$ cat config.mk
export PLATFORM = sky130hd
export DESIGN_NAME = decode_hazard_stage
export DESIGN_NICKNAME = d
export VERILOG_FILES = /design/src/rtl/decode_hazard_stage.sv
export SDC_FILE = /design/constraint.sdc
export NUM_CORES = 1
export LEC_CHECK = 0
export BUFFER_PORTS_ARGS = -buffer_cell sky130_fd_sc_hd__buf_4
export CAP_MARGIN = 20
export CORE_UTILIZATION = 25
export DETAILED_ROUTE_END_ITERATION = 6
export GPL_ROUTABILITY_DRIVEN = 1
export PLACE_DENSITY_LB_ADDON = 0.08
export SETUP_SLACK_MARGIN = 0.05
export SLEW_MARGIN = 20
export SYNTH_ARGS = -nofsm -noshare
export SYNTH_HDL_FRONTEND = slang
export SYNTH_SLANG_ARGS = --single-unit
$ cat constraint.sdc
create_clock -name clk -period 3.3 [get_ports clk]
set_input_delay 0.99 -clock clk [delete_from_list [all_inputs] [get_ports clk]]
set_output_delay 0.99 -clock clk [all_outputs]
set_load 0.005 [all_outputs]
$ cat src/rtl/decode_hazard_stage.sv
// decode_hazard_stage
//   RV32I decode stage: decodes the IF/ID instruction into an active-high
//   control bundle, registers it with operand fields into ID/EX, and owns
//   load-use stalling, branch/jump flush and downstream backpressure.
//
//   state | meaning
//   ------+-------------------------------------------------------------
//   RUN   | normal issue; single-bubble load-use handled in place
//   STALL | extra load-use bubbles, cnt = bubbles still to insert
//   FLUSH | wrong-path instructions discarded, cnt = still to discard
//
// Ports
//   clk, reset                 clock, synchronous active-high reset
//   if_valid/if_inst/if_pc     IF/ID instruction
//   id_ready                   instruction consumed this cycle (comb)
//   ex_ready, ex_redirect      EX accept / taken branch or jump
//   ex_valid, ex_pc, ex_imm    ID/EX valid, PC, sign-extended immediate
//   ex_rs1/ex_rs2/ex_rd        raw register index fields
//   ex_alu_op                  {alt, funct3}
//   ex_reg_write .. ex_shamt   control bundle (zero in bubbles)
//   illegal                    one-cycle pulse after an unknown opcode is consumed
module decode_hazard_stage #(
  parameter int XLEN           = 32,
  parameter int LOAD_USE_STALL = 1,
  parameter int FLUSH_SLOTS    = 1
) (
  input  logic            clk,
  input  logic            reset,
  input  logic            if_valid,
  input  logic [31:0]     if_inst,
  input  logic [XLEN-1:0] if_pc,
  output logic            id_ready,
  input  logic            ex_ready,
  input  logic            ex_redirect,
  output logic            ex_valid,
  output logic [XLEN-1:0] ex_pc,
  output logic [XLEN-1:0] ex_imm,
  output logic [4:0]      ex_rs1,
  output logic [4:0]      ex_rs2,
  output logic [4:0]      ex_rd,
  output logic [3:0]      ex_alu_op,
  output logic            ex_reg_write,
  output logic            ex_mem_write,
  output logic            ex_mem_read,
  output logic            ex_alu_imm,
  output logic            ex_branch,
  output logic            ex_jal,
  output logic            ex_jalr,
  output logic            ex_lui,
  output logic            ex_auipc,
  output logic            ex_shamt,
  output logic            illegal
);

  localparam int MAXP = (LOAD_USE_STALL > FLUSH_SLOTS) ? LOAD_USE_STALL : FLUSH_SLOTS;
  localparam int CW   = $clog2(MAXP + 1);

  localparam logic [6:0] OP_R      = 7'b0110011;
  localparam logic [6:0] OP_IMM    = 7'b0010011;
  localparam logic [6:0] OP_LOAD   = 7'b0000011;
  localparam logic [6:0] OP_STORE  = 7'b0100011;
  localparam logic [6:0] OP_BRANCH = 7'b1100011;
  localparam logic [6:0] OP_JAL    = 7'b1101111;
  localparam logic [6:0] OP_JALR   = 7'b1100111;
  localparam logic [6:0] OP_LUI    = 7'b0110111;
  localparam logic [6:0] OP_AUIPC  = 7'b0010111;

  typedef enum logic [1:0] {S_RUN, S_STALL, S_FLUSH} state_t;

  state_t        state, state_nxt;
  logic [CW-1:0] cnt, cnt_nxt;
  logic          load, bubble, illegal_nxt;

  function automatic logic [XLEN-1:0] sext(input logic [31:0] v);
    return XLEN'($signed(v));
  endfunction

  // ---------------- decode ----------------
  logic [6:0] opcode;
  logic [2:0] funct3;
  logic [4:0] rs1, rs2, rd;
  logic is_r, is_opi, is_load, is_store, is_branch, is_jal, is_jalr, is_lui, is_auipc;
  logic legal, use_rs1, use_rs2, hazard;
  logic [XLEN-1:0] d_imm;
  logic [3:0]      d_alu_op;

  assign opcode    = if_inst[6:0];
  assign funct3    = if_inst[14:12];
  assign rd        = if_inst[11:7];
  assign rs1       = if_inst[19:15];
  assign rs2       = if_inst[24:20];
  assign is_r      = (opcode == OP_R);
  assign is_opi    = (opcode == OP_IMM);
  assign is_load   = (opcode == OP_LOAD);
  assign is_store  = (opcode == OP_STORE);
  assign is_branch = (opcode == OP_BRANCH);
  assign is_jal    = (opcode == OP_JAL);
  assign is_jalr   = (opcode == OP_JALR);
  assign is_lui    = (opcode == OP_LUI);
  assign is_auipc  = (opcode == OP_AUIPC);
  assign legal     = is_r | is_opi | is_load | is_store | is_branch | is_jal |
                     is_jalr | is_lui | is_auipc;
  assign use_rs1   = is_r | is_opi | is_load | is_store | is_branch | is_jalr;
  assign use_rs2   = is_r | is_store | is_branch;

  // Only a real instruction waiting in IF/ID can create a hazard.
  assign hazard = if_valid & ex_valid & ex_mem_read & (ex_rd != 5'd0) &
                  ((use_rs1 & (ex_rd == rs1)) | (use_rs2 & (ex_rd == rs2)));

  always_comb begin
    d_imm = '0;
    if (is_opi || is_load || is_jalr)
      d_imm = sext({{20{if_inst[31]}}, if_inst[31:20]});
    else if (is_store)
      d_imm = sext({{20{if_inst[31]}}, if_inst[31:25], if_inst[11:7]});
    else if (is_branch)
      d_imm = sext({{19{if_inst[31]}}, if_inst[31], if_inst[7], if_inst[30:25],
                    if_inst[11:8], 1'b0});
    else if (is_lui || is_auipc)
      d_imm = sext({if_inst[31:12], 12'b0});
    else if (is_jal)
      d_imm = sext({{11{if_inst[31]}}, if_inst[31], if_inst[19:12], if_inst[20],
                    if_inst[30:21], 1'b0});
  end

  always_comb begin
    d_alu_op = 4'b0000;
    if (is_r)
      d_alu_op = {if_inst[30], funct3};
    else if (is_opi)
      d_alu_op = {(funct3 == 3'b101) ? if_inst[30] : 1'b0, funct3};
    else if (is_branch)
      d_alu_op = {1'b0, funct3};
  end

  // ---------------- control FSM ----------------
  always_ff @(posedge clk) begin
    if (reset) begin
      state <= S_RUN;
      cnt   <= '0;
    end else begin
      state <= state_nxt;
      cnt   <= cnt_nxt;
    end
  end

  always_comb begin
    state_nxt   = state;
    cnt_nxt     = cnt;
    id_ready    = 1'b0;
    load        = 1'b0;
    bubble      = 1'b0;
    illegal_nxt = 1'b0;
    if (!reset) begin
      if (ex_redirect) begin
        // Current IF/ID instruction is wrong-path: it counts as the first flushed slot.
        id_ready = 1'b1;
        bubble   = 1'b1;
        if (FLUSH_SLOTS > 1) begin
          state_nxt = S_FLUSH;
          cnt_nxt   = CW'(FLUSH_SLOTS - 1);
        end else begin
          state_nxt = S_RUN;
          cnt_nxt   = '0;
        end
      end else if (ex_ready) begin
        case (state)
          S_RUN: begin
            if (hazard) begin
              bubble = 1'b1;
              if (LOAD_USE_STALL > 1) begin
                state_nxt = S_STALL;
                cnt_nxt   = CW'(LOAD_USE_STALL - 1);
              end
            end else begin
              id_ready = 1'b1;
              if (if_valid && legal) begin
                load = 1'b1;
              end else begin
                bubble      = 1'b1;
                illegal_nxt = if_valid;
              end
            end
          end
          S_STALL: begin
            bubble = 1'b1;
            if (cnt <= CW'(1)) begin
              state_nxt = S_RUN;
              cnt_nxt   = '0;
            end else begin
              cnt_nxt = cnt - CW'(1);
            end
          end
          S_FLUSH: begin
            id_ready = 1'b1;
            bubble   = 1'b1;
            if (if_valid) begin
              if (cnt <= CW'(1)) begin
                state_nxt = S_RUN;
                cnt_nxt   = '0;
              end else begin
                cnt_nxt = cnt - CW'(1);
              end
            end
          end
          default: begin
            state_nxt = S_RUN;
            cnt_nxt   = '0;
          end
        endcase
      end
    end
  end

  // ---------------- ID/EX register ----------------
  always_ff @(posedge clk) begin
    if (reset) begin
      ex_valid     <= 1'b0;
      ex_pc        <= '0;
      ex_imm       <= '0;
      ex_rs1       <= '0;
      ex_rs2       <= '0;
      ex_rd        <= '0;
      ex_alu_op    <= '0;
      ex_reg_write <= 1'b0;
      ex_mem_write <= 1'b0;
      ex_mem_read  <= 1'b0;
      ex_alu_imm   <= 1'b0;
      ex_branch    <= 1'b0;
      ex_jal       <= 1'b0;
      ex_jalr      <= 1'b0;
      ex_lui       <= 1'b0;
      ex_auipc     <= 1'b0;
      ex_shamt     <= 1'b0;
      illegal      <= 1'b0;
    end else begin
      illegal <= illegal_nxt;
      if (load) begin
        ex_valid     <= 1'b1;
        ex_pc        <= if_pc;
        ex_imm       <= d_imm;
        ex_rs1       <= rs1;
        ex_rs2       <= rs2;
        ex_rd        <= rd;
        ex_alu_op    <= d_alu_op;
        ex_reg_write <= is_r | is_opi | is_load | is_jal | is_jalr | is_lui | is_auipc;
        ex_mem_write <= is_store;
        ex_mem_read  <= is_load;
        ex_alu_imm   <= is_opi | is_load | is_store | is_jalr | is_auipc;
        ex_branch    <= is_branch;
        ex_jal       <= is_jal;
        ex_jalr      <= is_jalr;
        ex_lui       <= is_lui;
        ex_auipc     <= is_auipc;
        ex_shamt     <= is_opi & (funct3[1:0] == 2'b01);
      end else if (bubble) begin
        // PC/imm/indices are don't-care in a bubble and simply hold.
        ex_valid     <= 1'b0;
        ex_alu_op    <= '0;
        ex_reg_write <= 1'b0;
        ex_mem_write <= 1'b0;
        ex_mem_read  <= 1'b0;
        ex_alu_imm   <= 1'b0;
        ex_branch    <= 1'b0;
        ex_jal       <= 1'b0;
        ex_jalr      <= 1'b0;
        ex_lui       <= 1'b0;
        ex_auipc     <= 1'b0;
        ex_shamt     <= 1'b0;
      end
    end
  end

endmodule
# After elaboration in Yosys (flattened, before gate mapping)
# Index checks and enable logic that the tools add are counted.
[word_totals] register_bits=98 in_bits=69 out_inout_bits=96
[op_classes] addsub=1 order_cmp=1 eq_ne=16 muxes=46 bitwise_logic=29 reduce_logical=11
[ops] op="$mux W32" n=5
[ops] op="$mux W1" n=30
[ops] op="$eq A7 B6 Y1 const B" n=3
[ops] op="$eq A7 B7 Y1 const B" n=3
[ops] op="$or A1 B1 Y1" n=20
[ops] op="$mux W4" n=4
[ops] op="$eq A7 B5 Y1 const B" n=2
[ops] op="$eq A5 B5 Y1" n=2
[ops] op="$and A1 B1 Y1" n=7
[ops] op="$eq A7 B2 Y1 const B" n=1
[ops] op="$pmux W2 S3" n=1
[ops] op="$reduce_or A6 Y1" n=1
[ops] op="$reduce_bool A5 Y1" n=1
[ops] op="$eq A2 B1 Y1 const B" n=2
[ops] op="$mux W2" n=2
[ops] op="$pmux W1 S2" n=2
[ops] op="$reduce_or A2 Y1" n=2
[ops] op="$eq A3 B3 Y1 const B" n=1
[ops] op="$logic_or A1 B1 Y1" n=3
[ops] op="$mux W3" n=1
[ops] op="$pmux W1 S3" n=1
[ops] op="$reduce_and A3 Y1" n=1
[ops] op="$eq A2 B2 Y1 const B" n=1
[ops] op="$logic_not A2 Y1" n=1
[ops] op="6 further kinds" n=7

# Longest topological paths before layout
# Gate-level depths: netlist of the first run.
[logic_depth] ltp_word=18 mapped_depth=8 ltp_nobuf=5

# Worst setup path before layout of the first run
# Ideal clock, no wire load.
[synth_timing] path_kind="input to output" startpoint="input port if_inst[2]" endpoint="output port id_ready" arrival_time_ns=2.042 required_time_ns=2.310 slack_ns=0.268 cell_stages=6 path_buffers=1 cell_sequence="nor4bb_1 > buf_2 > nand4_1 > nor3_1 > a211oi_1 > o21a_1"
[synth_between] elab_chain_len=14 elab_cells_between_ends=22
[synth_lines] item="from (decl)" line="30" rtl="input logic [31:0] if_inst,"
[synth_lines] item="$eq A7 B6 Y1 / $eq A7 B5 Y1 (equally long branches)" line="92, 93"
[synth_lines] item="$or A1 B1 Y1 (5 in a row)" line="103" rtl="assign use_rs1 = is_r | is_opi | is_load | is_store | is_branch | is_jalr;"
[synth_lines] item="$and A1 B1 Y1" line="108" rtl="((use_rs1 & (ex_rd == rs1)) | (use_rs2 & (ex_rd == rs2)));"
[synth_lines] item="$or A1 B1 Y1 *" line="108"
[synth_lines] item="$and A1 B1 Y1 *" line="107" rtl="assign hazard = if_valid & ex_valid & ex_mem_read & (ex_rd != 5'd0) &"
[synth_lines] item="$mux W1 *" line="169" rtl="if (hazard) begin"
[synth_lines] item="$pmux W1 S2 *" line="167" rtl="case (state)"
[synth_lines] item="$mux W1 *" line="166" rtl="end else if (ex_ready) begin"
[synth_lines] item="$mux W1 *" line="155" rtl="if (ex_redirect) begin"
[synth_lines] item="$mux W1 *" line="154" rtl="if (!reset) begin"
[synth_lines] item="to (decl)" line="32" rtl="output logic id_ready,"
# Mark *: on every way between the ends. The rest lies on a longest branch, timed or not.

# Final worst setup path of the first run
# Same ends and word-level chain as after synthesis.

==> results of run 1 <==
==> power by group <==
part / leakage, nW / internal [mW] / switching (mW)
clock network: 0.155 / 0.683 / 0.473
logic: 1.87 / 0.0961 / 0.107
registers: 0.765 / 1.15 / 0.00124
total: 2.79 / 1.93 / 0.581
==> area by class of cell <==
type | instances | area [um^2]
multi-input combinational | 367 | 2371
tap | 225 | 281.5
fill | 1832 | 10990
sequential | 95 | 1902
clock inverter | 5 | 81.33
clock buffer | 10 | 239.0
inverter | 5 | 21.27
timing repair buffer | 183 | 1414
==> layer usage <==
| metal | routed length, um | track usage (%) | part of all wire (%) | vias to the layer above |
|---|---|---|---|---|
| li1 | - | - | - | 2023 |
| met1 | 6089 | 18.70 | 44 | 1861 |
| met2 | 6327 | 24.57 | 46 | 125 |
| met3 | 1027 | 4.692 | 7.5 | 15 |
| met4 | 257 | 6.429 | 1.9 | 0 |
| met5 | 0 | 0 | 0 | - |
==> worst paths after layout <==
kind	endpoint	slack [ns]	depth (start not counted)
setup / recovery	id_ready	0.12	7
hold / removal	ex_pc[3]$_SDFFE_PP0P_	0.46	2
setup reg to reg	ex_imm[26]$_SDFFE_PP0P_	1.00	7
hold reg to reg	ex_pc[3]$_SDFFE_PP0P_	0.46	2
==> worst reg2reg max path, delay by kind of cell (launching register included) <==
family          cells  cell delay [ns]
mux                 1             0.32
compound gates      2             0.51
simple gates        2             0.64
flops               1             0.39
buf+inv             2             0.33
==> cells by family (layout without fill, tap and decap cells) <==
group                  count (synthesis)  after routing  share of synthesized area, %
AO/OA/AOI/OAI                         65             65                         10.29
AND/OR/NAND/NOR                      213            213                         21.24
multiplexers                          79             79                         19.12
flip-flops                            95             95                         42.99
XOR/XNOR                              10             10                         1.980
buffers and inverters                 41            203                         4.383
==> repair_timing <==
item,4_1_cts,5_1_grt
setup endpoints to repair,1,1
hold buffers,0,0
gates resized for setup,2,7
pin swaps,0,4
==> state kept, by name (all words and copies together) (netlist names), 4 cells and up <==
name,count
ex_rd,5
ex_rs1,5
ex_rs2,5
ex_alu_op,4
ex_imm,32
ex_pc,32
==> through the flow <==
step                      hold WS (ns)  util, %  instances
after global routing            0.4764    36.48        890
after global placement          0.4442    34.38        875
after detailed placement        0.4480    34.38        875
final                           0.4589    36.48        890
after CTS                       0.4635    36.29        890
after floorplan                 0.4487        -        503
==> Yosys cell counts, types with 2 or more instances <==
| master | number | share of area, % |
|---|---|---|
| inv_1 | 4 | 0.34 |
| and2_1 | 2 | 0.28 |
| a32o_1 | 8 | 1.8 |
| buf_2 | 5 | 0.57 |
| nand4b_1 | 4 | 0.79 |
| a21oi_1 | 18 | 2.0 |
| and3_1 | 2 | 0.28 |
| a21boi_0 | 2 | 0.34 |
| a21o_1 | 9 | 1.5 |
| clkbuf_1 | 24 | 2.0 |
| nand3b_1 | 2 | 0.34 |
| a22o_1 | 5 | 0.99 |
| nor3_1 | 3 | 0.34 |
| nand3_1 | 4 | 0.45 |
| buf_6 | 2 | 0.51 |
| xnor2_1 | 10 | 2.0 |
| a211oi_1 | 3 | 0.51 |
| o21ai_0 | 10 | 1.1 |
| mux2_4 | 11 | 3.7 |
| mux2i_1 | 68 | 15 |
| and3b_1 | 2 | 0.40 |
| nand4_1 | 5 | 0.71 |
| nand2_1 | 159 | 13 |
| buf_4 | 5 | 0.85 |
| nor2b_1 | 13 | 1.8 |
| dfxtp_1 | 95 | 43 |
| nor2_1 | 8 | 0.68 |
==> summary.txt, run 1 <==
Pwr
  – Max rail drop VDD: between 200 and 250 uV
  – Leakage: 2.787 nW
  – Tot Pwr: 2.508 mW
  – Pwr/cell area: 397.5 nW/um^2

Critical path
  – Top cell family by delay on the critical path: compound AO/OA/AOI/OAI gates
  – Worst setup SP type: primary input
  – Data required, critical path: 2.31 ns
  – Slowest-stage cell, CP: or2_2
  – CP bufs+invs: 3
  – Worst Path Arrival: 2.19 ns
  – Crit. End Element: primary output
  – CP max stage delay: 0.33 ns
  – Worst path most repeated cell: buf_6
  – CP cell instances: buf_6 > buf_4 > or2_2 > a21oi_2 > a211oi_2 > o21a_1 > buf_6
  – R2r startpoint: ex_rd[2]$_SDFFE_PP0P_
  – Worst Setup SP: if_inst[2]
  – Critical path type: primary input to primary output
  – Max FO, Critical Path: 8

Detailed routing
  – Detailed Route WL: 13700 um
  – Detailed-router iteration count before antenna repair: 4
  – Detailed-route via count: roughly 4000
  – Average routed wire per standard cell: 15.39 um
  – Residual DRC: 0
  – Vias per cell: 4.521
  – Routed Antenna Nets: 0
  – First DRT Iteration DRCs: 203

Worst hold path
  – Hold Crit Class: flip-flop to flip-flop
  – Hold wc startpoint: ex_pc[3]$_SDFFE_PP0P_

Logic synthesis
  – Synth Warn #: 0
  – Synth cell types: between 40 and 50
  – Seq/Total Area, Yosys: 42.99%
  – Syn_nets: between 500 and 600
  – Ys flop type: dfxtp_1
  – Flops & latches, synth: 95
  – Mapped cell area: approximately 4400 um^2
  – Cells after Synth: 503
  – EDFF count, synth: 0
  – Ys async rst share: 0%
  – Avg Synthesized Cell Area: 8.796 um^2

STA
  – Final setup vio count: 0
  – Fin. Hold Viols: 0
  – Final Skew: 0.009232 ns
  – Fmax: 0.3146 GHz
  – Tcrit/Tclk final: 96.34%
  – Max-slew violation count: 0
  – RSZ-0062 raised after global routing: yes
  – Fin Setup TNS: 0 ns
  – Worst Tran Pin Value: 0.5743 ns
  – Slew HR: just over 60%
  – Post-route minimum period: 3.179 ns
  – Fin worst setup slack: 0.1209 ns

Clock tree
  – Skew-Pair Late Insertion Delay: 0.35 ns
  – CTS tree: yes
  – Post-CTS setup buffers: 0
  – Clock root buffer: clkbuf_16
  – Clk buf depth: 2
  – Num Clock Sinks: 95
  – H-tree depth: 3
  – Clk slew on worst S/H paths: ~0.070 ns
  – Num CTS Buffers: 9

Placed design
  – Port Buffer Count: roughly 160
  – DPL Wire Length: around 10000 um
  – Gpl congestion: approximately 0.84
  – Placed Area: 5946 um^2
  – Setup WS pre-CTS: ~0.022 ns

Flow run
  – Max-Cap Viols: 0

Global route
  – Grt ovf: 0
  – Initial antenna violation count: 0
  – Vias in the first global route: 3915
  – Largest net degree at the start of global routing: 61
  – First-pass GRT wire length: 21180 um
  – All-Layer GR Usage: 15.23%

Floorplan
  – Starting Density: 25.58%
  – Die area: 18230 um^2
  – # IOs: 165
  – FP Rows: 48
  – Die span in x: 135.0 um
  – Die H: 135.0 um
  – Floorplan core area: 17300 um^2

Finish
  – Share of layout cells above drive strength 1: 33.23%
  – N_diodes: 0
  – Area Overhead vs Synth: 42.62%
  – Nets: 730
  – Most frequent cells in the layout: 178 x buf_4, 159 x nand2_1, 95 x dfxtp_1
  – Most common cell after layout, fill and taps aside: buf_4
  – Design Area, Final: 6310 um^2

Run status
  – Outcome: complete, no violations
Note: power is estimated with default switching activity, not from simulation.
==> run 2, diff against run 1 <==
ABC_AREA = 1   (was default)
CORE_MARGIN = 10   (was default)
==> summary.txt, run 2 <==
Run status
  – Outcome: complete, no violations (unchanged)

Finish
  – Final core utilization: 34.52% (was 36.48%)
  – Filler Cells Inserted: 2229 (was 1832)
  – N_diodes: 0 (unchanged)
  – Most frequent cells in the layout: 183 x buf_4, 138 x nor2_1, 128 x nand3_1 (was 178 x buf_4, 159 x nand2_1, 95 x dfxtp_1)
  – Share of layout cells above drive strength 1: 25.36% (was 33.23%)
  – Nets: 976 (was 730)
  – Count of non-filler cells in the finished layout: 1176 (was 890)
  – Area Overhead vs Synth: 35.09% (was 42.62%)
  – Largest registers: ex_imm x32, ex_pc x32 (unchanged)
  – Most common cell after layout, fill and taps aside: buf_4 (unchanged)

STA
  – Slew HR: 57.06% (was 61.71%)
  – Fin. Hold Viols: 0 (unchanged)
  – Fmax: 0.3255 GHz (was 0.3146 GHz)
  – Final setup vio count: 0 (unchanged)
  – RSZ-0062 raised after global routing: no (was yes)
  – Worst Tran Pin Value: 0.6442 ns (was 0.5743 ns)
  – Tcrit/Tclk final: 93.11% (was 96.34%)
  – Max-slew violation count: 0 (unchanged)
  – Worst hold slack: 0.4694 ns (was 0.4589 ns)
  – Fin Setup TNS: 0 ns (unchanged)
  – Post-route minimum period: 3.073 ns (was 3.179 ns)
  – Final Skew: 0.01083 ns (was 0.009232 ns)

Global route
  – Vias in the first global route: 5129 (was 3915)
  – Largest net degree at the start of global routing: 119 (was 61)
  – Met3 usage: 4.347% (was 4.692%)
  – All-Layer GR Usage: 14.03% (was 15.23%)
  – First-pass GRT wire length: 29440 um (was 21180 um)
  – Top Usage Layer GRT: met2 (unchanged)
  – Grt ovf: 0 (unchanged)
  – Met2 GRT Util: 22.26% (was 24.57%)
  – Initial antenna violation count: 0 (unchanged)
  – Met1 Usage GRT: 18.20% (was 18.70%)

Logic synthesis
  – Flops & latches, synth: 95 (unchanged)
  – Seq/Total Area, Yosys: 37.99% (was 42.99%)
  – Ys flop type: dfxtp_1 (unchanged)
  – Synth cell types: 29 (was 47)
  – Mapped cell area: 5006 um^2 (was 4424 um^2)
  – Avg Synthesized Cell Area: 6.570 um^2 (was 8.796 um^2)
  – Top-count cell post-synth: nor2_1 (was nand2_1)
  – Yosys top cell area share: 37.99% (was 42.99%)
  – EDFF count, synth: 0 (unchanged)
  – Synth Warn #: 0 (unchanged)
  – Cells after Synth: 762 (was 503)
  – Post-synth top area cell: dfxtp_1 (unchanged)
  – Syn_nets: 831 (was 572)
  – Ys async rst share: 0% (unchanged)
  – Commonest cells in the netlist: 140 x nor2_1, 133 x nand2_1, 128 x nand3_1 (was 159 x nand2_1, 95 x dfxtp_1, 68 x mux2i_1)
  – Synth area leaders: dfxtp_1 38%, nand3_1 13%, nor2_1 10% (was dfxtp_1 43%, mux2i_1 15%, nand2_1 13%)

Floorplan
  – Die span in x: 161.5 um (was 135.0 um)
  – # IOs: 165 (unchanged)
  – Starting Density: 25.55% (was 25.58%)
  – Floorplan core area: 19590 um^2 (was 17300 um^2)
  – Die area: 26080 um^2 (was 18230 um^2)
  – Die H: 161.5 um (was 135.0 um)
  – FP Rows: 51 (was 48)

Clock tree
  – Post-CTS setup buffers: 0 (unchanged)
  – Clk slew on worst S/H paths: 0.07 ns (about the same)
  – Clk buf depth: 2 (unchanged)
  – Num CTS Buffers: 9 (unchanged)
  – CTS tree: yes (unchanged)
  – Num Clock Sinks: 95 (unchanged)
  – H-tree depth: 3 (unchanged)
  – Skew-Pair Late Insertion Delay: 0.36 ns (was 0.35 ns)
  – Clock root buffer: clkbuf_16 (unchanged)

Pwr
  – Max rail drop VDD: 233.7 uV (was 249.1 uV)
  – Pwr/cell area: 358.0 nW/um^2 (was 397.5 nW/um^2)
  – Leakage: 3.182 nW (was 2.787 nW)
  – Share of total power in combinational logic: 9.8% (was 8.1%)
  – Int Power: 1.808 mW (was 1.927 mW)
  – Psw: 613.0 uW (was 581.3 uW)
  – Seq pwr share: 47.7% (was 45.8%)
  – Clock network power share: 42.5% (was 46.1%)
  – Switching Share: 25.32% (was 23.18%)
  – Tot Pwr: 2.421 mW (was 2.508 mW)

Detailed routing
  – Residual DRC: 0 (unchanged)
  – Vias per cell: 4.468 (was 4.521)
  – First DRT Iteration DRCs: 376 (was 203)
  – Routed Antenna Nets: 0 (unchanged)
  – Detailed-route via count: 5254 (was 4024)
  – Detailed Route WL: 18790 um (was 13700 um)
  – Average routed wire per standard cell: 15.98 um (was 15.39 um)
  – Detailed-router iteration count before antenna repair: 5 (was 4)

Critical path
  – Worst r2r dst: ex_imm[21]$_SDFFE_PP0P_ (was ex_imm[26]$_SDFFE_PP0P_)
  – Crit. End Element: primary output (unchanged)
  – Worst Reg-to-Reg Cells: 11 (was 7)
  – Max FO, Critical Path: 4 (was 8)
  – R2r setup slk: 0.77 ns (was 1.00 ns)
  – Critical path type: primary input to primary output (unchanged)
  – Worst setup SP type: primary input (unchanged)
  – R2r startpoint: ex_rd[1]$_SDFFE_PP0P_ (was ex_rd[2]$_SDFFE_PP0P_)
  – Worst Path Arrival: 2.08 ns (was 2.19 ns)
  – Data required, critical path: 2.31 ns (about the same)

Worst hold path
  – Hold wc startpoint: ex_jalr$_SDFFE_PP0P_ (was ex_pc[3]$_SDFFE_PP0P_)
  – Hold EP: ex_jalr$_SDFFE_PP0P_ (was ex_pc[3]$_SDFFE_PP0P_)
  – Hold Path Depth: 2 (unchanged)
  – Hold Crit Class: flip-flop to flip-flop (unchanged)

Placed design
  – Port Buffer Count: 164 (unchanged)
  – Inst Count DP: 1161 (was 875)
  – Gpl congestion: 0.7681 (was 0.8351)
  – DPL Wire Length: 13710 um (was 9934 um)

Flow run
  – Max-Cap Viols: 0 (unchanged)
## run 2: cell types whose count changed in the layout (fill, tap and decap cells not counted), moves of 9 or more
cell | previous run | this run
a21oi_1 | 17 | 96
mux2_4 | 11 | 0
nor2b_1 | 13 | 0
mux2i_1 | 68 | 0
a21o_1 | 9 | 0
nand2_2 | 0 | 9
nand2_1 | 159 | 127
inv_1 | 4 | 65
nand3_1 | 4 | 128
nor2_1 | 8 | 138
## run 2: power groups by stage
stage          clock network, mW  registers, mW  logic, mW
3_5_place_dp                   0           1.18      0.238
4_1_cts                     1.07           1.15      0.239
6_report                    1.03           1.15      0.238
5_1_grt                     1.10           1.15      0.265
3_3_place_gp                   0           1.18      0.240
2_1_floorplan                  0           1.18      0.106
## run 2: final cells by class
| class | count | area (um^2) | share of cell area [%] |
|---|---|---|---|
| multi-input cells | 544 | 2524 | 37.32 |
| inverters | 69 | 259.0 | 3.830 |
| clock inverters | 4 | 28.78 | 0.4255 |
| repair buffers | 188 | 1465 | 21.67 |
| flip-flops and latches | 95 | 1902 | 28.12 |
| well taps | 265 | 331.6 | 4.903 |
| clock buffers | 11 | 252.7 | 3.737 |
## run 2: repair_timing
item,4_1_cts,5_1_grt
resized for setup,0,10
hold buffers,0,0
setup endpoints to repair,0,1
## run 2: per-layer routing
layer  share of wire (%)  up-vias
met3                 6.9       12
met1                  46     2373
met5                   0        -
li1                    -     2745
met4                0.90        0
met2                  46      124
## run 2: worst max path at each step
stage / from / endpoint / slack [ns]
6_report: if_inst[4] / id_ready / 0.23
5_1_grt: if_inst[18] / id_ready / 0.08
4_1_cts: if_inst[16] / id_ready / 0.12
3_5_place_dp: if_inst[16] / ex_imm[21]$_SDFFE_PP0P_ / 0.03
3_3_place_gp: if_inst[16] / ex_imm[21]$_SDFFE_PP0P_ / -0.003
2_1_floorplan: if_inst[4] / id_ready / 0.18
## run 2: critical path: stages
cell and delay (ns):
buf_4 0.12, inv_2 0.07, nand2_2 0.11, a21oi_1 0.20, nand3_1 0.11, nand2_2 0.09
nand2_4 0.05, o21ai_2 0.14, inv_1 0.06, buf_4 0.13
## run 2: kinds of logic (layout without fill, tap and decap cells)
| family | after synthesis | in the layout | share of synthesized area, % |
|---|---|---|---|
| xor gates and xnor gates | 5 | 5 | 0.8749 |
| and+or+nand+nor | 433 | 433 | 38.14 |
| AOI/OAI and AO/OA | 106 | 106 | 10.82 |
| buffers and inverters | 123 | 272 | 12.17 |
| DFF | 95 | 95 | 37.99 |
## run 2: through the flow
stage	worst slack [ns]	instance area (um^2)
floorplan	0.1756	5006
global placement	-0.003448	6456
detailed placement	0.02723	6456
CTS	0.1188	6738
global route	0.08031	6763
finish	0.2275	6763
